--- src/rtl/fpu_ss_issue_buffer.sv ---
// Offload issue buffer: circular FIFO of C-requests feeding the FPU, with an FP register
// scoreboard and RAW/WAW hazard stall present only when FPU_SS_SCOREBOARD_EN is defined.
module fpu_ss_issue_buffer #(
  parameter int unsigned DEPTH  = 4,
  parameter int unsigned NUM_RS = 3,
  parameter int unsigned XLEN   = 32
) (
  input  logic                           clk_i,
  input  logic                           rst_ni,
  input  logic                           c_q_valid_i,
  output logic                           c_q_ready_o,
  input  logic [XLEN-1:0]                c_q_instr_data_i,
  input  logic [XLEN-1:0]                c_q_hart_id_i,
  input  logic [NUM_RS-1:0][XLEN-1:0]    c_q_rs_i,
  input  logic                           flush_i,
  output logic                           issue_valid_o,
  input  logic                           issue_ready_i,
  output logic [XLEN-1:0]                issue_instr_o,
  output logic [XLEN-1:0]                issue_hart_id_o,
  output logic [NUM_RS-1:0][XLEN-1:0]    issue_rs_o,
  input  logic [2:0]                     head_fpr_use_i,
  input  logic                           head_rd_is_fp_i,
  input  logic                           wb_valid_i,
  input  logic [4:0]                     wb_addr_i,
  output logic [$clog2(DEPTH):0]         usage_o,
  output logic [31:0]                    fpr_busy_o
);

  localparam int unsigned AW = $clog2(DEPTH);
  localparam int unsigned UW = AW + 1;
  localparam logic [AW:0] Full = UW'(DEPTH);

  logic [AW-1:0] wr_ptr_q, wr_ptr_d;
  logic [AW-1:0] rd_ptr_q, rd_ptr_d;
  logic [AW:0]   usage_q, usage_d;

  logic [XLEN-1:0]             instr_q [DEPTH];
  logic [XLEN-1:0]             hart_q  [DEPTH];
  logic [NUM_RS-1:0][XLEN-1:0] rs_q    [DEPTH];

  logic push, pop, stall;

  // Ready ignores a same-cycle issue, so a full buffer never accepts a push.
  assign c_q_ready_o   = (usage_q != Full) && !flush_i;
  assign push          = c_q_valid_i && c_q_ready_o;
  assign issue_valid_o = (usage_q != '0) && !stall && !flush_i;
  assign pop           = issue_valid_o && issue_ready_i;

  assign usage_o         = usage_q;
  assign issue_instr_o   = instr_q[rd_ptr_q];
  assign issue_hart_id_o = hart_q[rd_ptr_q];
  assign issue_rs_o      = rs_q[rd_ptr_q];

  always_comb begin
    wr_ptr_d = wr_ptr_q;
    rd_ptr_d = rd_ptr_q;
    usage_d  = usage_q;
    if (flush_i) begin
      wr_ptr_d = '0;
      rd_ptr_d = '0;
      usage_d  = '0;
    end else begin
      if (push) wr_ptr_d = wr_ptr_q + AW'(1);
      if (pop)  rd_ptr_d = rd_ptr_q + AW'(1);
      case ({push, pop})
        2'b10:   usage_d = usage_q + UW'(1);
        2'b01:   usage_d = usage_q - UW'(1);
        default: usage_d = usage_q;
      endcase
    end
  end

  always_ff @(posedge clk_i or negedge rst_ni) begin
    if (!rst_ni) begin
      wr_ptr_q <= '0;
      rd_ptr_q <= '0;
      usage_q  <= '0;
    end else begin
      wr_ptr_q <= wr_ptr_d;
      rd_ptr_q <= rd_ptr_d;
      usage_q  <= usage_d;
    end
  end

  always_ff @(posedge clk_i or negedge rst_ni) begin
    if (!rst_ni) begin
      for (int unsigned i = 0; i < DEPTH; i++) begin
        instr_q[i] <= '0;
        hart_q[i]  <= '0;
        rs_q[i]    <= '0;
      end
    end else if (push) begin
      instr_q[wr_ptr_q] <= c_q_instr_data_i;
      hart_q[wr_ptr_q]  <= c_q_hart_id_i;
      rs_q[wr_ptr_q]    <= c_q_rs_i;
    end
  end

`ifdef FPU_SS_SCOREBOARD_EN
  logic [31:0] busy_q, busy_d;
  logic [4:0]  rd, rs1, rs2, rs3;

  assign rd  = issue_instr_o[11:7];
  assign rs1 = issue_instr_o[19:15];
  assign rs2 = issue_instr_o[24:20];
  assign rs3 = issue_instr_o[31:27];

  assign stall = (head_fpr_use_i[0] && busy_q[rs1]) ||
                 (head_fpr_use_i[1] && busy_q[rs2]) ||
                 (head_fpr_use_i[2] && busy_q[rs3]) ||
                 (head_rd_is_fp_i   && busy_q[rd]);

  // Set is applied after clear so an issue wins over a same-address writeback.
  always_comb begin
    busy_d = busy_q;
    if (wb_valid_i)               busy_d[wb_addr_i] = 1'b0;
    if (pop && head_rd_is_fp_i)   busy_d[rd]        = 1'b1;
  end

  always_ff @(posedge clk_i or negedge rst_ni) begin
    if (!rst_ni) busy_q <= '0;
    else         busy_q <= busy_d;
  end

  assign fpr_busy_o = busy_q;
`else
  logic unused_sb;
  assign unused_sb  = ^{head_fpr_use_i, head_rd_is_fp_i, wb_valid_i, wb_addr_i};
  assign stall      = 1'b0;
  assign fpr_busy_o = '0;
`endif

endmodule

--- config.mk ---
export PLATFORM = sky130hd
export DESIGN_NAME = fpu_ss_issue_buffer
export DESIGN_NICKNAME = d
export VERILOG_FILES = /design/src/rtl/fpu_ss_issue_buffer.sv
export SDC_FILE = /design/constraint.sdc
export NUM_CORES = 1
export LEC_CHECK = 0
export CORE_MARGIN = 2
export CORE_UTILIZATION = 52
export CTS_CLUSTER_SIZE = 14
export DETAILED_ROUTE_END_ITERATION = 12
export DONT_BUFFER_PORTS = 1
export GPL_TIMING_DRIVEN = 0
export HOLD_SLACK_MARGIN = 0.02
export PLACE_DENSITY = 0.74
export SYNTH_ARGS = -nofsm -noshare
export SYNTH_HDL_FRONTEND = slang
export SYNTH_SLANG_ARGS = --single-unit
--- constraint.sdc ---
create_clock -name clk_i -period 3.2 [get_ports clk_i]
set_input_delay 0.96 -clock clk_i [delete_from_list [all_inputs] [get_ports clk_i]]
set_output_delay 0.96 -clock clk_i [all_outputs]
set_load 0.05 [all_outputs]
[After elaboration in Yosys (flattened, before gate mapping)]
Cells that the tools add are included.
Cells by class
  reductions and logical operators: 10
  eq/ne operators: 3
  bitwise gates (word level): 2
  add/sub/neg operators: 4
  magnitude comparators: 3
  multiplexer cells: 22
Operator list (count)
  384-bit bitwise mux: 1
  96-bit two-way mux: 3
  128-bit bitwise mux: 2
  96-bit binary-select mux with 2-bit select: 1
  96-bit demux with 2-bit select: 1
  32-bit two-way mux: 5
  32-bit binary-select mux with 2-bit select: 2
  32-bit demux with 2-bit select: 1
  2-bit two-way mux: 4
  3-bit >= comparator (second input constant): 2
  2-bit inverter with 3-bit output: 2
  3-bit case mux with 2 select lines: 1
  3-bit nonzero test: 2
  1-bit logical AND: 5
  2-bit by 1-bit adder with 2-bit output (second input constant): 2
  2-bit nonzero test: 2
  3-bit by 1-bit adder with 3-bit output (second input constant): 1
  3-bit by 1-bit < comparator with 1-bit output (second input constant): 1
  3-bit two-way mux: 1
  3-bit inequality test (second input constant): 1
  3-bit by 1-bit subtractor with 3-bit output (second input constant): 1
  2-bit by 1-bit equality test with 1-bit output (second input constant): 1
  2-bit equality test (second input constant): 1
  1-bit logical NOT: 1
Storage, ports and cells
  register bits: 647
  word-level logic and storage cells: 67
  input port bits: 175

[Depth between registers and ports, before layout]
Gate-level depths: netlist of run 1.
  depth after elaboration: 6
  gate-level depth with buffers: 8
  depth with buffers taken out: 6

[Worst setup path before layout of run 1]
OpenSTA, ideal clock, no wires.
  path type: reg-to-output
  from: register usage_q[0], in the netlist usage_o[0]
  to: output port c_q_ready_o
  data arrival time: 1.946 ns
  stages on the path, launching flop included: 5
  data required time: 2.240 ns
  path slack: 0.294 ns
  path buffers: 2
  path through: dfrtp_1 -> buf_2 -> or3b_4 -> buf_6 -> nor2b_1
Between the ends
  longest elaborated chain between the ends: 2
Ends and longest elaborated chain
  from (decl): RTL line 35  | logic [AW:0] usage_q, usage_d;
  from (signal assigned): RTL line 81  | usage_q <= usage_d;
  3-bit inequality test: RTL line 44  | assign c_q_ready_o = (usage_q != Full) && !flush_i;
  1-bit logical AND: RTL line 44
  to (decl): RTL line 11  | output logic c_q_ready_o,
Every way passes these cells.

==> results by group, run 1 <==
Status
  – Status: complete, but fails checks
  – Failing checks: max-slew violations, negative setup slack

STA
  – Final hold violation count: 0
  – Final Setup Violations: 2
  – Clock skew: 0.0160 ns
  – Worst setup margin: -0.0707 ns
  – Unrepaired setup endpoints after global routing: yes
  – Period Utilization, post-route: 1.02
  – Max frequency: 0.306 GHz
  – Slew headroom: -1.50
  – Hold WS: 0.0727 ns
  – Slew of the pin with the lowest slew margin: 3.75 ns
  – Setup TNS: -0.137 ns
  – Tmin final: 3.27 ns
  – Max-slew violations: 542

Floorplanning
  – Die X-Extent: 238 um
  – Row Count: 85
  – Die area: 56700 um^2
  – Placeable Area: 54000 um^2
  – Initial core utilization: 0.527
  – # IOs: 372
  – Die Y: 238 um

Run
  – Max-cap viol count: 0

Critical path
  – Capture point of the worst reg-to-reg path: usage_o[1]
  – CP endpoint kind: asynchronous set/reset pin
  – Crit-path max FO: 647
  – RR Startpoint: usage_o[2]
  – Worst Path Required: 2.75 ns
  – Crit path DAT: 2.82 ns
  – CP startpoint kind: primary input
  – Reg2reg setup slack: 0.53 ns
  – Reg2Reg Depth: 8
  – Critical path class: in -> async

Placed design
  – Port bufs: 0
  – Placed insts: 2369
  – HPWL after detailed placement: 43500 um
  – Placer Congestion: 0.779

Route
  – Detail Route Antenna Nets: 0
  – Detailed-route DRC error count: 0
  – Total Wirelength: 63800 um
  – Drt pass-1 iters: 6
  – Vias per cell: 5.91
  – Average wire per standard cell: 25.6 um
  – Via count: 14718
  – Initial DRC count: 704

Synth
  – #FFs+latches synth: 647
  – Cell variety after synth: 41
  – Avg Inst Size Synth: 17.4 um^2
  – Synth Instances: 1642
  – Post-Syn Area: 28500 um^2
  – Register area share after synthesis: 0.568
  – Asr flop ratio synth: 1.00
  – Ys flop type: dfrtp_1
  – Synth warnings: 0
  – Post-synth EDFFs: 0

Clock network
  – Worst-path clk slew: 0.06 ns
  – CTS Hold Bufs: 0
  – CTS Sinks: 647
  – CTS root buf: clkbuf_16
  – CTS tree: done
  – H-tree depth: 3
  – Clock latency on the worst-skew pair: 0.60 ns
  – Cts bufs inserted: 70
  – Clock tree buffer depth: 3

GRT
  – Overflow after GRT: 0
  – Global-route wire length before repair: 99000 um
  – Initial antenna violation count: 0
  – Vias in the first global route: 16345
  – Largest net degree at the start of global routing: 648
  – Total GRT Usage: 0.231

Finish
  – Non-filler instance count after layout: 2490
  – Layout cell share with drive strength beyond 1: 0.483
  – Area Overhead vs Synth: 12.6%
  – Layout Nets: 1924

Power
  – Pleak: 0.0142 uW
  – Pwr Density: 893 nW/um^2
  – VDD IR max: 0.505 mV

Min path
  – Worst hold path class: in -> async
metrics by stage:
step | total power (uW) | setup slack, ns | util | instance area (um^2)
after floorplan | 19200 | 0.294 | - | 28600
after global placement | 20200 | -0.974 | 0.546 | 29500
after detailed placement | 20600 | -0.987 | 0.546 | 29500
after CTS | 28900 | -0.00288 | 0.593 | 32100
after global routing | 29900 | -0.0409 | 0.593 | 32100
final | 28600 | -0.0707 | 0.594 | 32100
cell usage after synthesis, drive strengths merged (2+ instances only):
library cell / count / area share
inv: 3 / 0.00040
dfrtp: 647 / 0.57
nor2b: 3 / 0.00066
ha: 4 / 0.0018
nand3: 6 / 0.0023
clkbuf: 16 / 0.0021
nand3b: 2 / 0.00053
buf: 127 / 0.036
nor2: 3 / 0.00040
or3b: 3 / 0.0010
mux4: 160 / 0.13
nand2b: 3 / 0.00066
xor2: 2 / 0.00061
a211oi: 2 / 0.00053
mux2: 640 / 0.25
a21oi: 4 / 0.00070
flip-flops by register name, summed over array words and instances (netlist names):
signal and count:
usage_o 3, instr_q 128, rd_ptr_q 2, hart_q 128, rs_q 384, wr_ptr_q 2
power by group:
group / total (uW) / switching, uW / internal [uW]
clock network: 8100 / 3160 / 4940
registers: 12000 / 1250 / 10800
logic: 8490 / 5080 / 3410
total: 28600 / 9490 / 19100
layout make-up:
class	instances	area [um^2]
diodes	1	2.50
inverters	3	11.3
multi-input cells	880	11300
repair buffers	1	20.0
fillers	4056	22000
clock inverters	14	153
plain buffers	141	1280
clock buffers	107	2190
well taps	696	871
flip-flops and latches	647	16200
how the worst max path moves through the flow:
stage	cells past startpoint	slack (ns)	endpoint	from
CTS	3	-0.003	issue_rs_o[18]	rd_ptr_q[0]
finish	0	-0.07	usage_o[1]	rst_ni
global route	3	-0.04	issue_rs_o[18]	rd_ptr_q[0]
global placement	4	-0.97	issue_rs_o[64]	rd_ptr_q[1]
detailed placement	4	-0.99	issue_rs_o[64]	rd_ptr_q[1]
floorplan	4	0.29	c_q_ready_o	usage_o[0]
kinds of logic after synthesis:
| logic type | after synthesis | share of synthesized area |
|---|---|---|
| mux | 800 | 0.379 |
| fa+ha+maj | 5 | 0.00246 |
| buf+inv | 146 | 0.0382 |
| xor+xnor | 3 | 0.000922 |
| other cells | 1 | 0.000132 |
| compound gates | 17 | 0.00444 |
| flops | 647 | 0.568 |
| simple gates | 23 | 0.00615 |
cells in the final DEF (no fill, tap or decap), types with 3 or more instances in the layout:
master,instances
buf_2,18
clkbuf_8,26
mux2_2,440
clkinv_2,8
conb_1,32
mux2_1,200
clkbuf_2,7
buf_12,3
nand2b_1,3
mux4_2,160
ha_1,4
dfrtp_2,5
inv_1,3
a21oi_1,4
clkinvlp_4,3
buf_8,28
buf_6,7
clkbuf_1,12
dfrtp_1,642
bufinv_16,3
clkbuf_16,74
buf_4,72
per-layer routing:
metal | share of wire | track usage
met4 | 0.028 | 0.0699
met1 | 0.40 | 0.286
met2 | 0.50 | 0.384
met3 | 0.076 | 0.0824
met5 | 0 | 0
timing repair:
item	CTS	global route
cloned	0	0
resized for setup	77	3
endpoints found under the setup margin	162	116
setup buffers	1	0
(Power assumes the default switching activity.)
==> run 2: changes to the inputs <==
--- a/config.mk
+++ b/config.mk
@@ -5,6 +5,7 @@
 export SDC_FILE = /design/constraint.sdc
 export NUM_CORES = 1
 export LEC_CHECK = 0
+export CAP_MARGIN = 20
 export CORE_MARGIN = 2
 export CORE_UTILIZATION = 52
 export CTS_CLUSTER_SIZE = 14
==> results by group, run 2 (synthesis results as in run 1) <==
Finish
  – Antenna cells: 0 (was 1)
  – Area Overhead vs Synth: 12.4% (was 12.6%)
  – Fin util: 0.593 (was 0.594)
  – Largest Register: rs_q (unchanged)
  – Layout Nets: 1925 (was 1924)
  – Most common library cell in the layout ignoring fill and taps: dfrtp_1 (unchanged)
  – Biggest regs: rs_q (384), hart_q (128), instr_q (128) (unchanged)
  – Layout fillers: 4034 (was 4056)
  – Reg area: 16200 um^2 (unchanged)
  – Largest register FFs: 384 (unchanged)
  – Layout cell share with drive strength beyond 1: 0.483 (about the same)
  – Most frequent cells in the layout: 642 x dfrtp_1, 440 x mux2_2, 200 x mux2_1, 160 x mux4_2, 72 x clkbuf_16 (was 642 x dfrtp_1, 440 x mux2_2, 200 x mux2_1, 160 x mux4_2, 74 x clkbuf_16)
  – Area of the multi-input gates: 11300 um^2 (unchanged)

Status
  – Failing checks: max-slew violations (was max-slew violations, negative setup slack)
  – Status: complete, but fails checks (unchanged)

Route
  – Total Wirelength: 63500 um (was 63800 um)
  – Detail Route Antenna Nets: 0 (unchanged)
  – Vias per cell: 5.89 (was 5.91)
  – Average wire per standard cell: 25.5 um (was 25.6 um)
  – Initial DRC count: 714 (was 704)
  – Drt pass-1 iters: 4 (was 6)
  – Detailed-route DRC error count: 0 (unchanged)
  – Via count: 14643 (was 14718)

Floorplanning
  – Row Count: 85 (unchanged)
  – # IOs: 372 (unchanged)
  – Placeable Area: 54000 um^2 (unchanged)
  – Die X-Extent: 238 um (unchanged)
  – Die area: 56700 um^2 (unchanged)
  – Die Y: 238 um (unchanged)
  – Initial core utilization: 0.527 (unchanged)

Clock network
  – CTS Hold Bufs: 0 (unchanged)
  – H-tree depth: 3 (unchanged)
  – CTS tree: done (unchanged)
  – Worst-path clk slew: 0.06 ns (about the same)
  – Clock tree buffer depth: 3 (unchanged)
  – CTS Sinks: 647 (unchanged)
  – CTS root buf: clkbuf_16 (unchanged)
  – Cts bufs inserted: 69 (was 70)
  – Clock latency on the worst-skew pair: 0.59 ns (was 0.60 ns)

Critical path
  – Crit-path max FO: 10 (was 647)
  – Worst Path Required: 2.24 ns (was 2.75 ns)
  – Slowest CP cell: mux4_2
  – Capture point of the worst reg-to-reg path: rs_q[284] (was usage_o[1])
  – RR Startpoint: usage_o[2] (unchanged)
  – Critical path class: reg -> out (was in -> async)
  – Reg2reg setup slack: 0.55 ns (was 0.53 ns)
  – CP cell instances: buf_12 -> clkbuf_8 -> buf_8 -> clkbuf_16 -> mux4_2
  – CP endpoint kind: output pin (was asynchronous set/reset pin)
  – Critical Path Start: rd_ptr_q[1] (was rst_ni)
  – Crit path DAT: 2.19 ns (was 2.82 ns)
  – CP startpoint kind: flip-flop (was primary input)
  – Crit path largest cell delay: 0.49 ns
  – Reg2Reg Depth: 6 (was 8)
  – Worst Setup EP: issue_rs_o[64] (was usage_o[1])

STA
  – Clock skew: 0.0157 ns (was 0.0160 ns)
  – Max frequency: 0.317 GHz (was 0.306 GHz)
  – Setup TNS: 0 ns (was -0.137 ns)
  – Final hold violation count: 0 (unchanged)
  – Hold WS: 0.0821 ns (was 0.0727 ns)
  – Tmin final: 3.15 ns (was 3.27 ns)
  – Slew of the pin with the lowest slew margin: 2.55 ns (was 3.75 ns)
  – Unrepaired setup endpoints after global routing: yes (unchanged)
  – Slew headroom: -0.701 (was -1.50)
  – Worst setup margin: 0.0472 ns (was -0.0707 ns)
  – Period Utilization, post-route: 0.985 (was 1.02)
  – Final Setup Violations: 0 (was 2)
  – Max-slew violations: 392 (was 542)

Placed design
  – Place WS: -0.500 ns (was -0.987 ns)
  – HPWL after detailed placement: 43500 um (about the same)
  – Port bufs: 0 (unchanged)
  – Placer Congestion: 0.779 (unchanged)

Power
  – Total power: 28400 uW (was 28600 uW)
  – VDD IR max: 0.508 mV (was 0.505 mV)
  – Pleak: 0.0142 uW (about the same)
  – Pwr Density: 888 nW/um^2 (was 893 nW/um^2)

GRT
  – Total GRT Usage: 0.230 (was 0.231)
  – Global-route wire length before repair: 98400 um (was 99000 um)
  – Largest net degree at the start of global routing: 648 (unchanged)
  – Overflow after GRT: 0 (unchanged)
  – Initial antenna violation count: 0 (unchanged)
  – Vias in the first global route: 16230 (was 16345)

Run
  – Max-cap viol count: 0 (unchanged)

Min path
  – Worst hold path class: in -> async (unchanged)
[run 2: cell count changes in the layout (fill, tap and decap cells not counted), moves of 2 or more]
cell        change
buf_4           -5
buf_6           +8
clkbuf_16       -2
clkbuf_4        -2
clkinvlp_4      -2
inv_6           +2
[run 2: how the worst min path moves through the flow]
stage,startpoint,end,slack [ns],cells past startpoint
global placement,rs_q[38],rs_q[38],0.47,1
detailed placement,rs_q[55],rs_q[55],0.48,1
floorplan,instr_q[10],instr_q[10],0.46,1
global route,rst_ni,instr_q[111],0.04,0
CTS,rst_ni,instr_q[111],0.04,0
finish,rst_ni,instr_q[79],0.08,0
[run 2: where the power goes]
part,internal [uW],switching (uW),total (uW)
Combinational,3410,5090,8490
Clock,4760,3160,7910
Sequential,10800,1240,12000
Total,19000,9480,28400
[run 2: final cells by class]
| class | instances | area share |
|---|---|---|
| Sequential cell | 647 | 0.506 |
| Multi-Input combinational cell | 880 | 0.354 |
| Clock buffer | 103 | 0.0667 |
| Buffer | 141 | 0.0402 |
| Tap cell | 696 | 0.0272 |
| Clock inverter | 13 | 0.00402 |
| Timing Repair Buffer | 3 | 0.00172 |
| Inverter | 3 | 0.000352 |
[run 2: critical path, delay by kind of cell, from the launching register on]
family,cells,cell delay [ns]
DFF,1,0.38
muxes,1,0.49
buffers and inverters,4,0.71
[run 2: repair_timing]
| action | in CTS | in global routing |
|---|---|---|
| gates resized for setup | 74 | 7 |
| setup endpoints to repair | 162 | 99 |
| setup buffers | 2 | 0 |
[run 2: metrics by stage]
stage | area [um^2] | instances
final | 32000 | 2486
after global routing | 32000 | 2486
after CTS | 32000 | 2486
after detailed placement | 29500 | 2370
after global placement | 29500 | 2369
after floorplan | 28600 | 1673
[run 2: per-layer routing]
| metal | wire (um) | up-vias | GRT usage |
|---|---|---|---|
| met2 | 31300 | 309 | 0.377 |
| li1 | - | 6285 | - |
| met3 | 5130 | 88 | 0.0819 |
| met4 | 1450 | 0 | 0.0693 |
| met1 | 25600 | 7961 | 0.289 |
| met5 | 0 | - | 0 |
==> run 3: changes to the inputs <==
--- a/config.mk
+++ b/config.mk
@@ -14,6 +14,7 @@
 export GPL_TIMING_DRIVEN = 0
 export HOLD_SLACK_MARGIN = 0.02
 export PLACE_DENSITY = 0.74
+export SETUP_SLACK_MARGIN = 0.3
 export SYNTH_ARGS = -nofsm -noshare
 export SYNTH_HDL_FRONTEND = slang
 export SYNTH_SLANG_ARGS = --single-unit
==> constraint.sdc (replaced) <==
create_clock -name clk_i -period 3.3 [get_ports clk_i]
set_input_delay 0.99 -clock clk_i [delete_from_list [all_inputs] [get_ports clk_i]]
set_output_delay 0.99 -clock clk_i [all_outputs]
set_load 0.05 [all_outputs]
==> results by group, run 3 (synthesis results as in run 1) <==
Finish
  – Layout Nets: 1959 (was 1925)
  – Most frequent cells in the layout: 644 x dfrtp_1, 440 x mux2_2, 200 x mux2_1, 160 x mux4_2, 80 x buf_4 (was 642 x dfrtp_1, 440 x mux2_2, 200 x mux2_1, 160 x mux4_2, 72 x clkbuf_16)
  – Layout cell share with drive strength beyond 1: 0.492 (was 0.483)
  – Layout fillers: 3959 (was 4034)
  – Largest register FFs: 384 (unchanged)
  – Largest Register: rs_q (unchanged)
  – Area Overhead vs Synth: 14.9% (was 12.4%)
  – Most common library cell in the layout ignoring fill and taps: dfrtp_1 (unchanged)
  – Fin util: 0.606 (was 0.593)
  – Biggest regs: rs_q (384), hart_q (128), instr_q (128) (unchanged)
  – Antenna cells: 0 (unchanged)

Floorplanning
  – Die area: 56700 um^2 (unchanged)
  – Initial core utilization: 0.527 (unchanged)
  – Row Count: 85 (unchanged)
  – Placeable Area: 54000 um^2 (unchanged)
  – Die Y: 238 um (unchanged)
  – Die X-Extent: 238 um (unchanged)
  – # IOs: 372 (unchanged)

Clock network
  – Clock tree buffer depth: 3 (unchanged)
  – CTS tree: done (unchanged)
  – CTS root buf: clkbuf_16 (unchanged)
  – CTS Hold Bufs: 0 (unchanged)
  – H-tree depth: 3 (unchanged)
  – Clock latency on the worst-skew pair: 0.60 ns (was 0.59 ns)
  – CTS Sinks: 647 (unchanged)
  – Cts bufs inserted: 69 (unchanged)
  – Worst-path clk slew: 0.06 ns (about the same)

Power
  – Clock power frac: 0.275 (was 0.278)
  – Comb power frac: 0.307 (was 0.299)
  – Internal Pwr Total: 18700 uW (was 19000 uW)
  – Total power: 28000 uW (was 28400 uW)
  – Seq pwr share: 0.417 (was 0.423)
  – Pleak: 0.0145 uW (was 0.0142 uW)
  – Pwr Density: 854 nW/um^2 (was 888 nW/um^2)
  – VDD IR max: 0.497 mV (was 0.508 mV)
  – NetSw: 9310 uW (was 9480 uW)
  – Switching portion of total power: 0.333 (about the same)

Placed design
  – HPWL after detailed placement: 43500 um (unchanged)
  – Port bufs: 0 (unchanged)
  – Place WS: -0.430 ns (was -0.500 ns)
  – Placer Congestion: 0.779 (unchanged)

Critical path
  – Critical path class: reg -> out (unchanged)
  – Capture point of the worst reg-to-reg path: rs_q[284] (unchanged)
  – CP endpoint kind: output pin (unchanged)
  – Crit-path max FO: 10 (unchanged)
  – Worst Path Required: 2.31 ns (was 2.24 ns)
  – Crit path DAT: 2.22 ns (was 2.19 ns)
  – Reg2reg setup slack: 0.47 ns (was 0.55 ns)
  – RR Startpoint: usage_o[1] (was usage_o[2])
  – Reg2Reg Depth: 8 (was 6)
  – CP startpoint kind: flip-flop (unchanged)

STA
  – Unrepaired setup endpoints after global routing: yes (unchanged)
  – Clock skew: 0.0159 ns (was 0.0157 ns)
  – Slew of the pin with the lowest slew margin: 2.97 ns (was 2.55 ns)
  – Worst setup margin: 0.0908 ns (was 0.0472 ns)
  – Max-slew violations: 471 (was 392)
  – Tmin final: 3.21 ns
  – Final hold violation count: 0 (unchanged)
  – Max frequency: 0.312 GHz
  – Final Setup Violations: 0 (unchanged)
  – Hold WS: 0.112 ns (was 0.0821 ns)
  – Slew headroom: -0.979 (was -0.701)
  – Period Utilization, post-route: 0.972

GRT
  – Largest net degree at the start of global routing: 648 (unchanged)
  – Overflow after GRT: 0 (unchanged)
  – Global-route wire length before repair: 101000 um (was 98400 um)
  – Total GRT Usage: 0.235 (was 0.230)
  – Vias in the first global route: 16404 (was 16230)
  – Initial antenna violation count: 0 (unchanged)

Route
  – Detailed-route DRC error count: 0 (unchanged)
  – Total Wirelength: 65300 um (was 63500 um)
  – Via count: 14913 (was 14643)
  – Initial DRC count: 787 (was 714)
  – Average wire per standard cell: 25.9 um (was 25.5 um)
  – Drt pass-1 iters: 5 (was 4)
  – Vias per cell: 5.92 (was 5.89)
  – Detail Route Antenna Nets: 0 (unchanged)

Status
  – Failing checks: max-slew violations (unchanged)
  – Status: complete, but fails checks (unchanged)

Min path
  – Worst hold path class: in -> async (unchanged)

Run
  – Max-cap viol count: 0 (unchanged)
-- run 3: changes by cell type in the layout (fill, tap and decap cells not counted), moves of 2 or more --
cell	before	now
buf_6	15	10
dfrtp_1	642	644
buf_12	3	21
clkbuf_16	72	78
buf_8	28	26
buf_16	0	8
dfrtp_2	5	3
buf_2	19	15
buf_4	67	80
-- run 3: layout make-up --
type,count,area (um^2),area share
buffer,143,1510,0.0462
clock buffer,103,2140,0.0653
clock inverter,13,129,0.00394
inverter,3,11.3,0.000344
multi-input combinational,880,11300,0.347
sequential,647,16200,0.494
tap,696,871,0.0266
timing repair buffer,35,544,0.0166
-- run 3: what timing repair did --
item | CTS | global route
endpoints found under the setup margin | 162 | 162
gates resized for setup | 141 | 5
pin swaps | 1 | 1
hold endpoints to repair | 0 | 0
buffers inserted | 22 | 2
gates cloned | 8 | 2
-- run 3: worst max-delay path by stage --
stage / startpoint / to
finish: rd_ptr_q[0] / issue_rs_o[9]
global placement: rd_ptr_q[1] / issue_rs_o[64]
floorplan: usage_o[0] / c_q_ready_o
global route: rd_ptr_q[0] / issue_rs_o[9]
CTS: rd_ptr_q[0] / issue_rs_o[9]
detailed placement: rd_ptr_q[1] / issue_rs_o[64]
-- run 3: routing by layer --
layer | GRT usage | up-vias | share of wire
met4 | 0.0621 | 0 | 0.019
met1 | 0.297 | 8161 | 0.40
met5 | 0 | - | 0
li1 | - | 6347 | -
met2 | 0.393 | 323 | 0.50
met3 | 0.0781 | 82 | 0.080
-- run 3: worst max-delay path, cell delays in order (launching register included) --
cell       delay, ns
dfrtp_1         0.36
clkbuf_16       0.18
buf_12          0.11
buf_12          0.11
buf_12          0.15
mux4_2          0.69
-- run 3: power by group through the flow --
| stage | sequential (uW) | combinational (uW) | clock [uW] |
|---|---|---|---|
| after floorplan | 11300 | 7250 | 0 |
| after global placement | 11500 | 8030 | 0 |
| after detailed placement | 11800 | 8220 | 0 |
| after CTS | 11600 | 8650 | 7880 |
| after global routing | 11900 | 8990 | 8210 |
| final | 11700 | 8590 | 7700 |
-- run 3: per-stage QoR --
stage | instance area (um^2) | cells | TNS [ns]
detailed placement | 29500 | 2370 | -27.60
floorplan | 28600 | 1673 | 0
CTS | 32700 | 2516 | 0
finish | 32700 | 2520 | 0
global placement | 29500 | 2369 | -64.53
global route | 32700 | 2520 | 0
